<file path="config.mk">
export PLATFORM = sky130hd
export DESIGN_NAME = csmult_arbiter
export DESIGN_NICKNAME = d
export VERILOG_FILES = /design/src/rtl/csmult_arbiter.sv
export SDC_FILE = /design/constraint.sdc
export NUM_CORES = 1
export LEC_CHECK = 0
export CAP_MARGIN = 20
export CORE_MARGIN = 8
export CORE_UTILIZATION = 60
export CTS_BUF_LIST = sky130_fd_sc_hd__clkbuf_8
export CTS_CLUSTER_SIZE = 28
export DETAILED_ROUTE_END_ITERATION = 8
export DONT_BUFFER_PORTS = 1
export GPL_TIMING_DRIVEN = 0
export PLACE_DENSITY = 0.79
export SLEW_MARGIN = 5
export SYNTH_ARGS = -nofsm -noshare
export SYNTH_HDL_FRONTEND = slang
export SYNTH_SLANG_ARGS = --single-unit
</file>
<file path="constraint.sdc">
create_clock -name clk_i -period 4.9 [get_ports clk_i]
set_input_delay 0.49 -clock clk_i [delete_from_list [all_inputs] [get_ports clk_i]]
set_output_delay 0.49 -clock clk_i [all_outputs]
set_load 0.005 [all_outputs]
</file>
<file path="src/rtl/csmult_arbiter.sv">
// Round-robin front end that time-shares one combinational carry-save multiplier
// among NREQ requesters, with a fixed settle window and a single response channel.

module csmulti_fullbasecell #(
  parameter int bitsize = 8
) (
  input  logic [bitsize-1:0]   a_i,
  input  logic [bitsize-1:0]   b_i,
  output logic [2*bitsize-1:0] p_o
);

  localparam int PW = 2 * bitsize;

  logic [PW-1:0] sum;
  logic [PW-1:0] carry;
  logic [PW-1:0] pp;
  logic [PW-1:0] sum_n;
  logic [PW-1:0] carry_n;

  // Each partial-product row is folded into a redundant sum/carry pair through a
  // row of full adders; only the final merge uses a carry-propagating adder.
  always_comb begin
    sum     = '0;
    carry   = '0;
    pp      = '0;
    sum_n   = '0;
    carry_n = '0;
    for (int i = 0; i < bitsize; i++) begin
      pp                = '0;
      pp[i +: bitsize]  = a_i & {bitsize{b_i[i]}};
      sum_n             = sum ^ carry ^ pp;
      carry_n           = ((sum & carry) | (sum & pp) | (carry & pp)) << 1;
      sum               = sum_n;
      carry             = carry_n;
    end
    p_o = sum + carry;
  end

endmodule

module csmult_arbiter #(
  parameter int BITSIZE    = 8,
  parameter int NREQ       = 4,
  parameter int MUL_CYCLES = 2,
  parameter int IDW        = $clog2(NREQ)
) (
  input  logic                    clk_i,
  input  logic                    rst_ni,
  input  logic [NREQ-1:0]         req_valid_i,
  output logic [NREQ-1:0]         req_ready_o,
  input  logic [NREQ*BITSIZE-1:0] req_a_i,
  input  logic [NREQ*BITSIZE-1:0] req_b_i,
  output logic                    resp_valid_o,
  input  logic                    resp_ready_i,
  output logic [2*BITSIZE-1:0]    resp_product_o,
  output logic [IDW-1:0]          resp_id_o,
  output logic                    busy_o,
  output logic [15:0]             op_count_o
);

  localparam int CW = $clog2(MUL_CYCLES + 1);

  typedef enum logic [1:0] {
    IDLE,
    MUL,
    RESP
  } state_e;

  state_e               state_q;
  logic [IDW-1:0]       last_grant_q;
  logic [IDW-1:0]       id_q;
  logic [IDW-1:0]       resp_id_q;
  logic [BITSIZE-1:0]   a_q;
  logic [BITSIZE-1:0]   b_q;
  logic [CW-1:0]        cnt_q;
  logic [2*BITSIZE-1:0] resp_product_q;
  logic                 resp_valid_q;
  logic                 busy_q;
  logic [15:0]          op_count_q;
  logic [15:0]          op_count_d;

  logic [BITSIZE-1:0]   a_slice [NREQ];
  logic [BITSIZE-1:0]   b_slice [NREQ];
  logic [IDW-1:0]       grant_idx;
  logic [IDW-1:0]       cand;
  logic                 grant_found;
  logic                 accept;
  logic [2*BITSIZE-1:0] mul_p;

  always_comb begin
    for (int i = 0; i < NREQ; i++) begin
      a_slice[i] = req_a_i[i*BITSIZE +: BITSIZE];
      b_slice[i] = req_b_i[i*BITSIZE +: BITSIZE];
    end
  end

  // Search starts just past the last accepted requester, so a requester that was
  // served goes to the back of the line while refused ones keep their place.
  always_comb begin
    grant_found = 1'b0;
    grant_idx   = '0;
    cand        = '0;
    for (int k = 1; k <= NREQ; k++) begin
      cand = IDW'((int'(last_grant_q) + k) % NREQ);
      if (!grant_found && req_valid_i[cand]) begin
        grant_found = 1'b1;
        grant_idx   = cand;
      end
    end
  end

  assign accept      = rst_ni && (state_q == IDLE) && grant_found;
  assign req_ready_o = accept ? (NREQ'(1) << grant_idx) : '0;
  assign op_count_d  = op_count_q + 16'd1;

  csmulti_fullbasecell #(
    .bitsize(BITSIZE)
  ) u_mul (
    .a_i(a_q),
    .b_i(b_q),
    .p_o(mul_p)
  );

  // The counter is loaded with the full settle window on accept; the product is
  // sampled on the edge where it reaches one, i.e. MUL_CYCLES edges after accept.
  always_ff @(posedge clk_i or negedge rst_ni) begin
    if (!rst_ni) begin
      state_q        <= IDLE;
      last_grant_q   <= IDW'(NREQ - 1);
      a_q            <= '0;
      b_q            <= '0;
      id_q           <= '0;
      cnt_q          <= '0;
      resp_product_q <= '0;
      resp_id_q      <= '0;
      resp_valid_q   <= 1'b0;
      busy_q         <= 1'b0;
      op_count_q     <= '0;
    end else begin
      case (state_q)
        IDLE: begin
          if (accept) begin
            a_q          <= a_slice[grant_idx];
            b_q          <= b_slice[grant_idx];
            id_q         <= grant_idx;
            last_grant_q <= grant_idx;
            cnt_q        <= CW'(MUL_CYCLES);
            busy_q       <= 1'b1;
            state_q      <= MUL;
          end
        end
        MUL: begin
          cnt_q <= cnt_q - CW'(1);
          if (cnt_q == CW'(1)) begin
            resp_product_q <= mul_p;
            resp_id_q      <= id_q;
            resp_valid_q   <= 1'b1;
            state_q        <= RESP;
          end
        end
        RESP: begin
          if (resp_ready_i) begin
            resp_valid_q <= 1'b0;
            op_count_q   <= op_count_d;
            busy_q       <= 1'b0;
            state_q      <= IDLE;
          end
        end
        default: begin
          state_q <= IDLE;
        end
      endcase
    end
  end

  assign resp_valid_o   = resp_valid_q;
  assign resp_product_o = resp_product_q;
  assign resp_id_o      = resp_id_q;
  assign busy_o         = busy_q;
  assign op_count_o     = op_count_q;

endmodule

</file>
After elaboration in Yosys (flattened, before gate mapping)
Index checks and enable logic that the tools add are counted.

operators by class
  order comparisons = 5
  equal/unequal tests = 6
  shift-type cells = 1
  bitwise gates (word level) = 53
  mux-type cells = 34
  reductions and logical operators = 19
  add/sub/neg operators = 7

operators with widths
  cell                   count
  $or 15x15->15          12
  $and 15x15->15         8
  $xor 16x16->16         6
  $and 8x8->8            8
  $bmux 8 s2             2
  $mux 8                 4
  $and 15x10->15         2
  $and 15x11->15         2
  $and 15x12->15         2
  $and 15x13->15         2
  $and 15x14->15         2
  $add 16x1->16 const B  1
  $add 16x16->16         1
  $mux 2                 8
  $xor 16x10->16         1
  $xor 16x11->16         1
  $xor 16x12->16         1
  $xor 16x13->16         1
  $xor 16x14->16         1
  $xor 16x15->16         1
  $lt 2x3->1 const B     4
  $mux 1                 11
  $and 8x9->9            1
  $reduce_and 3->1       3
  other kinds (20)       40

word-level totals
  word-level logic and storage cells = 136
  input bits = 71
  output and inout port bits = 40
  register bits = 60

Logic depth before layout (Yosys ltp)
  word-level depth = 21
  gate-level depth with buffers = 21

Hierarchy
A second synthesis with hierarchy kept.

second synthesis, totals
  cells, all modules = 424
  area, all modules = 4543.1 sq um

modules (own cells, without submodules)
  module                seq. area each (sq um)  area each (sq um)  instances  cells an instance
  csmult_arbiter        1503.9                  2919.0             1          241
  csmulti_fullbasecell  0.0                     1624.1             1          183

Least setup slack after synthesis
Ideal clock, no wire load.

  path kind = register to register
  start point = reg a_q[6]
  end point = reg resp_product_q[14], in the netlist resp_product_o[14]
  data required time = 4831 ps
  arrival time = 5383 ps
  setup time = 69 ps
  clock period less this slack = 5451 ps
  cell stages (with the launch flop) = 22
  setup slack = -551 ps
  cells stage by stage = dfrtp_1 > clkbuf_1 > and2_1 > ha_1 > inv_1 > fa_1 > inv_1 > fa_1 > fa_1 > fa_1 > fa_1 > inv_1 > fa_1 > inv_1 > ha_1 > inv_1 > fa_1 > nor2b_1 > o21ai_1 > a21boi_0 > or4_1 > nand3_1

between the ends
  cells in the longest elaborated chain, start to end = 21

RTL lines
  item                                              RTL line  text
  from (decl)                                       73        logic [BITSIZE-1:0] a_q;
  from (signal assigned)                            143       a_q <= a_slice[grant_idx];
  $and 8x8->8                                       30        pp[i +: bitsize] = a_i & {bitsize{b_i[i]}};
  $xor 8x9->9 or $and 8x9->9 (tied branches)        31, 32
  $and 15x15->15 or $and 15x10->15 (tied branches)  32        carry_n = ((sum & carry) | (sum & pp) | (carry & pp)) << 1;
  $or 15x15->15 (2 in series)                       32
  $and 15x15->15                                    32
  $or 15x15->15 (2 in series)                       32
  $and 15x15->15                                    32
  $or 15x15->15 (2 in series)                       32
  $and 15x15->15                                    32
  $or 15x15->15 (2 in series)                       32
  $and 15x15->15                                    32
  $or 15x15->15 (2 in series)                       32
  $and 15x15->15                                    32
  $or 15x15->15 (2 in series)                       32
  $add 16x16->16 *                                  36        p_o = sum + carry;
  to (signal assigned)                              155       resp_product_q <= mul_p;
  to (decl)                                         76        logic [2*BITSIZE-1:0] resp_product_q;

Every way passes the cells marked *; elsewhere a longest branch is shown, timed or not.
A chain may end at the register's enable or synchronous reset.

Worst setup path in the final report
  start point = reg b_q[1]
  end point = reg resp_product_q[12], in the netlist resp_product_o[12]

between the ends
  cells in the longest elaborated chain, start to end = 21

RTL lines
  item                                              RTL line  text
  from (decl)                                       74        logic [BITSIZE-1:0] b_q;
  from (signal assigned)                            144       b_q <= b_slice[grant_idx];
  $and 8x8->8 *                                     30
  $xor 8x9->9 or $and 8x9->9 (tied branches)        31, 32
  $and 15x15->15 or $and 15x10->15 (tied branches)  32
  $or 15x15->15 (2 in series)                       32
  $and 15x15->15                                    32
  $or 15x15->15 (2 in series)                       32
  $and 15x15->15                                    32
  $or 15x15->15 (2 in series)                       32
  $and 15x15->15                                    32
  $or 15x15->15 (2 in series)                       32
  $and 15x15->15                                    32
  $or 15x15->15 (2 in series)                       32
  $and 15x15->15                                    32
  $or 15x15->15 (2 in series)                       32
  $add 16x16->16 *                                  36

Marked as above.

==> impl_summary.md <==
Run status
The flow ran to the end, but the final reports show violations. The final reports fail on negative setup slack.

CTS
The post-CTS clock slew at the launch and capture registers of the worst setup and hold paths is 0.08 ns. The tree is rooted in a clkbuf_8. In this run the deepest clock path goes through 2 buffers. The CTS sink count is 60. The TritonCTS buffer count is 9. The latest clock arrival within the worst-skew pair is 0.35 ns. The TritonCTS clock tree is done. The number of H-tree levels is 3.

Final layout
With fillers left out, the area of the finished cells amounts to 0.00514 sq mm. The net count of the finished layout is 613. In the final layout, the multi-input gates occupy 0.00288 sq mm. The library cells used most frequently in the layout, excluding fill and tap cells, are nand2_1 (87), dfrtp_1 (53), inv_1 (37). The layout has 605 filler cells. The post-route netlist has 18.9% of its cells at a drive strength greater than 1. Compared with the post-synthesis result, the final layout area differs by 11.4%. The finished layout holds 590 standard cells, fillers aside.

The library cell used most frequently in the layout, excluding fill and tap cells, is nand2_1. The share of the core filled with cells is 67.6%. Summing all flip-flop and latch instances after layout gives 0.00151 sq mm. The repair_antennas step left the layout with diodes totalling 0.

Timing
At the pin with the least slew margin, the transition time is 0.482 ns. The hold slack is 0.00400 ns. The count of pins over their slew limit is 0.

The post-route minimum period is 5.18 ns. The final worst slack is -0.280 ns. The final-report setup violation count is 6. After layout, the worst path uses 106% of the clock period.

Setup repair after global routing could not meet its margin everywhere. The worst slew slack as a fraction of its limit is 67.5%. The final count of hold timing violations is 0. The setup clock skew after layout is 0.00788 ns. For the final routed database, the setup TNS stands at -0.860 ns.

The maximum clock frequency is 0.193 GHz.

Synthesis
The number of instances in the synthesized netlist is 463. The share of synthesized registers carrying an async set or reset is 100%. The mean post-synth cell area is 9.96 sq um. The number of nets handed over by synthesis was 593.

After synthesis the netlist holds a flip-flop and latch count of 60. The number of unique standard cell types used by synthesis is 51. The count of flip-flops with a built-in enable after synthesis is 0. During synthesis, Yosys emitted a total of 0 warnings. The flip-flop cell with the highest count after synthesis is dfrtp_1. The mapped netlist covers 0.00461 sq mm. The sequential cell area fraction in the yosys report is 32.6%.

Drt
In the routed design, unresolved DRC markers number 0. The first-pass iteration count of the detailed router is 4. The total via count in the routed design is 3,364. The violation count after the first detailed-routing iteration is 88. Wires add up to 10.6 mm.

The detail-routed via count per cell is 5.70. The count of nets left with antenna violations once routing finished came out at 0. After detailed routing, the average wire length per cell comes to 17.9 um.

Power and ir drop
VDD sags by at most 0.420 mV. The ratio of total power to cell area is 747 mW/mm^2. The leakage power total is 2.33 nW.

Floorplan
The die covers 0.0108 sq mm. The initial utilization of the core area, before any placement, comes to 60.6%. From bottom edge to top edge, the die measures 104 um. The die is 104 um wide.

During I/O placement, the number of pins put on the boundary was 111. The total number of placement rows is 32. In this run the standard cell core region covers 0.00761 sq mm.

Flow run
The max-cap violation count is 0.

Setup path
In this run the worst path has a maximum fanout of 7. The worst path buffer plus inverter count is 6. The nature of the critical path endpoint is a register.

Traced cell by cell, the critical path runs through and2_4 > ha_4 > inv_2 > fa_2 > inv_2 > fa_2 > fa_1 > fa_1 > fa_1 > inv_1 > fa_1 > inv_2 > ha_4 > inv_2 > fa_2 > nor2b_2 > o21ai_2 > buf_4 > nand2_2 > nor2_2 > o31ai_2. The flop-to-flop setup slack is -0.28 ns. Data on the critical path is required at its endpoint by 5.16 ns. The endpoint identified for the worst register-to-register timing path is resp_product_o[12]. For this run, the slowest stage of the critical path takes 0.56 ns. The sort of element at the start of the critical path is a register. The cell class contributing the biggest share of worst-path delay is adder cells. The startpoint of the most critical register-to-register path is b_q[1]. The worst register-to-register path has a depth of 21.

The slowest library cell on the worst path is fa_1. The critical path is of the reg -> reg type. The data arrival time of the critical path is 5.44 ns.

Global route
Entering global routing, the biggest net connects 61 pins. The first global-routing pass estimated 17.3 mm of wire. The number of antenna violations at the first check in global routing is 0. The aggregate global routing overflow is 0.

For this run, the total global-route usage over all layers was measured as 19.7%. The number of global-route vias before repair is 3,611.

Place
The post-detailed-placement half-perimeter wirelength is 7.89 mm. The weighted congestion at the end of routability-driven global placement is 0.820. After detailed placement, the design holds a cell count of 565. The total of buffers placed on input and output ports is 0. The placed instances occupy a cell area of 0.00480 sq mm.

Min path
The type of the tightest min-delay check is in -> async.
## report_power, final
part           internal (mW)  switching, mW
clock network          0.236          0.224
registers              0.680          0.148
logic                   1.16           1.39
total                   2.08           1.76
## registers in the layout, indices dropped and copies added, names as in the netlist
register and count:
a_q 8, b_q 8, busy_o 1, cnt_q 2, id_q 2, last_grant_q 2, op_count_o 16, resp_id_o 2
resp_product_o 16, resp_valid_o 1, state_q 2
## per-stage QoR
stage	setup slack (ns)	power [mW]
final	-0.280	3.84
after global routing	-0.468	4.27
after CTS	-0.374	3.71
after detailed placement	-0.441	3.10
after global placement	-0.371	3.01
after floorplan	-0.163	2.65
## routing by layer
layer	global-route usage (%)	up-vias	wire length [um]
li1	-	1564	-
met1	22.7	1688	4340
met2	33.8	96	5400
met3	5.95	16	637
met4	6.93	0	174
met5	0	-	0
## synth_stat cells, drive strengths merged (2+ instances only)
library cell / number / area, sq um
o221ai: 16 / 140
fa: 43 / 861
nor2: 13 / 48.8
mux2i: 34 / 340
and2: 25 / 156
nor3: 7 / 45.0
dfrtp: 58 / 1450
o21ai: 17 / 88.8
nand3: 7 / 35.0
o22a: 2 / 17.5
a21boi: 3 / 26.3
a21oi: 6 / 33.8
o21a: 2 / 16.3
and4: 2 / 17.5
o31ai: 2 / 15.0
mux2: 5 / 56.3
xnor2: 9 / 78.8
a21o: 2 / 15.0
nor3b: 2 / 15.0
ha: 16 / 200
nand2b: 7 / 43.8
nand4: 3 / 18.8
dfstp: 2 / 52.6
xor2: 8 / 70.1
nand2: 90 / 348
buf: 12 / 97.6
nand3b: 2 / 27.5
clkbuf: 15 / 56.3
inv: 44 / 165
## worst register-to-register path, cell delays in order (launching register included)
cell and delay, ns:
dfrtp_2 0.45, and2_4 0.17, ha_4 0.26, inv_2 0.04
fa_2 0.53, inv_2 0.04, fa_2 0.36, fa_1 0.56
fa_1 0.43, fa_1 0.49, inv_1 0.05, fa_1 0.44
inv_2 0.08, ha_4 0.13, inv_2 0.04, fa_2 0.36
nor2b_2 0.15, o21ai_2 0.09, buf_4 0.14, nand2_2 0.05
nor2_2 0.04, o31ai_2 0.20
## area by class of cell
type | count | share of cell area [%]
clock inverters | 7 | 1.46
flip-flops and latches | 60 | 29.4
inverters | 44 | 3.21
repair buffers | 14 | 2.43
clock buffers | 9 | 2.41
plain buffers | 22 | 2.63
multi-input cells | 332 | 56.0
well taps | 102 | 2.48
## worst max-delay path by stage
| stage | slack [ns] | end | cells after the start | from |
|---|---|---|---|---|
| finish | -0.28 | resp_product_o[12] | 21 | b_q[1] |
| global route | -0.47 | resp_product_o[12] | 21 | b_q[1] |
| CTS | -0.37 | resp_product_o[14] | 21 | a_q[6] |
| detailed placement | -0.44 | resp_product_o[14] | 20 | b_q[1] |
| global placement | -0.37 | resp_product_o[14] | 20 | b_q[1] |
| floorplan | -0.16 | resp_product_o[14] | 21 | a_q[6] |
## repair_timing
action | in CTS | in global routing
setup buffers | 4 | 9
endpoints found under the setup margin | 7 | 7
hold endpoints to repair | 60 | 0
gates resized for setup | 10 | 14
pin swaps | 11 | 14
hold buffers | 1 | 0
## cell families (layout without fill, tap and decap cells)
kind of cell / after synthesis / count (layout) / share of synthesized area, %
and+or+nand+nor: 163 / 163 / 17.2
buffers and inverters: 71 / 96 / 6.92
DFF: 60 / 60 / 32.6
adders and majority gates: 59 / 59 / 23.0
AOI/OAI and AO/OA: 54 / 54 / 8.49
muxes: 39 / 39 / 8.60
xor gates and xnor gates: 17 / 17 / 3.23
No activity file was read; power rests on OpenSTA's default activity.
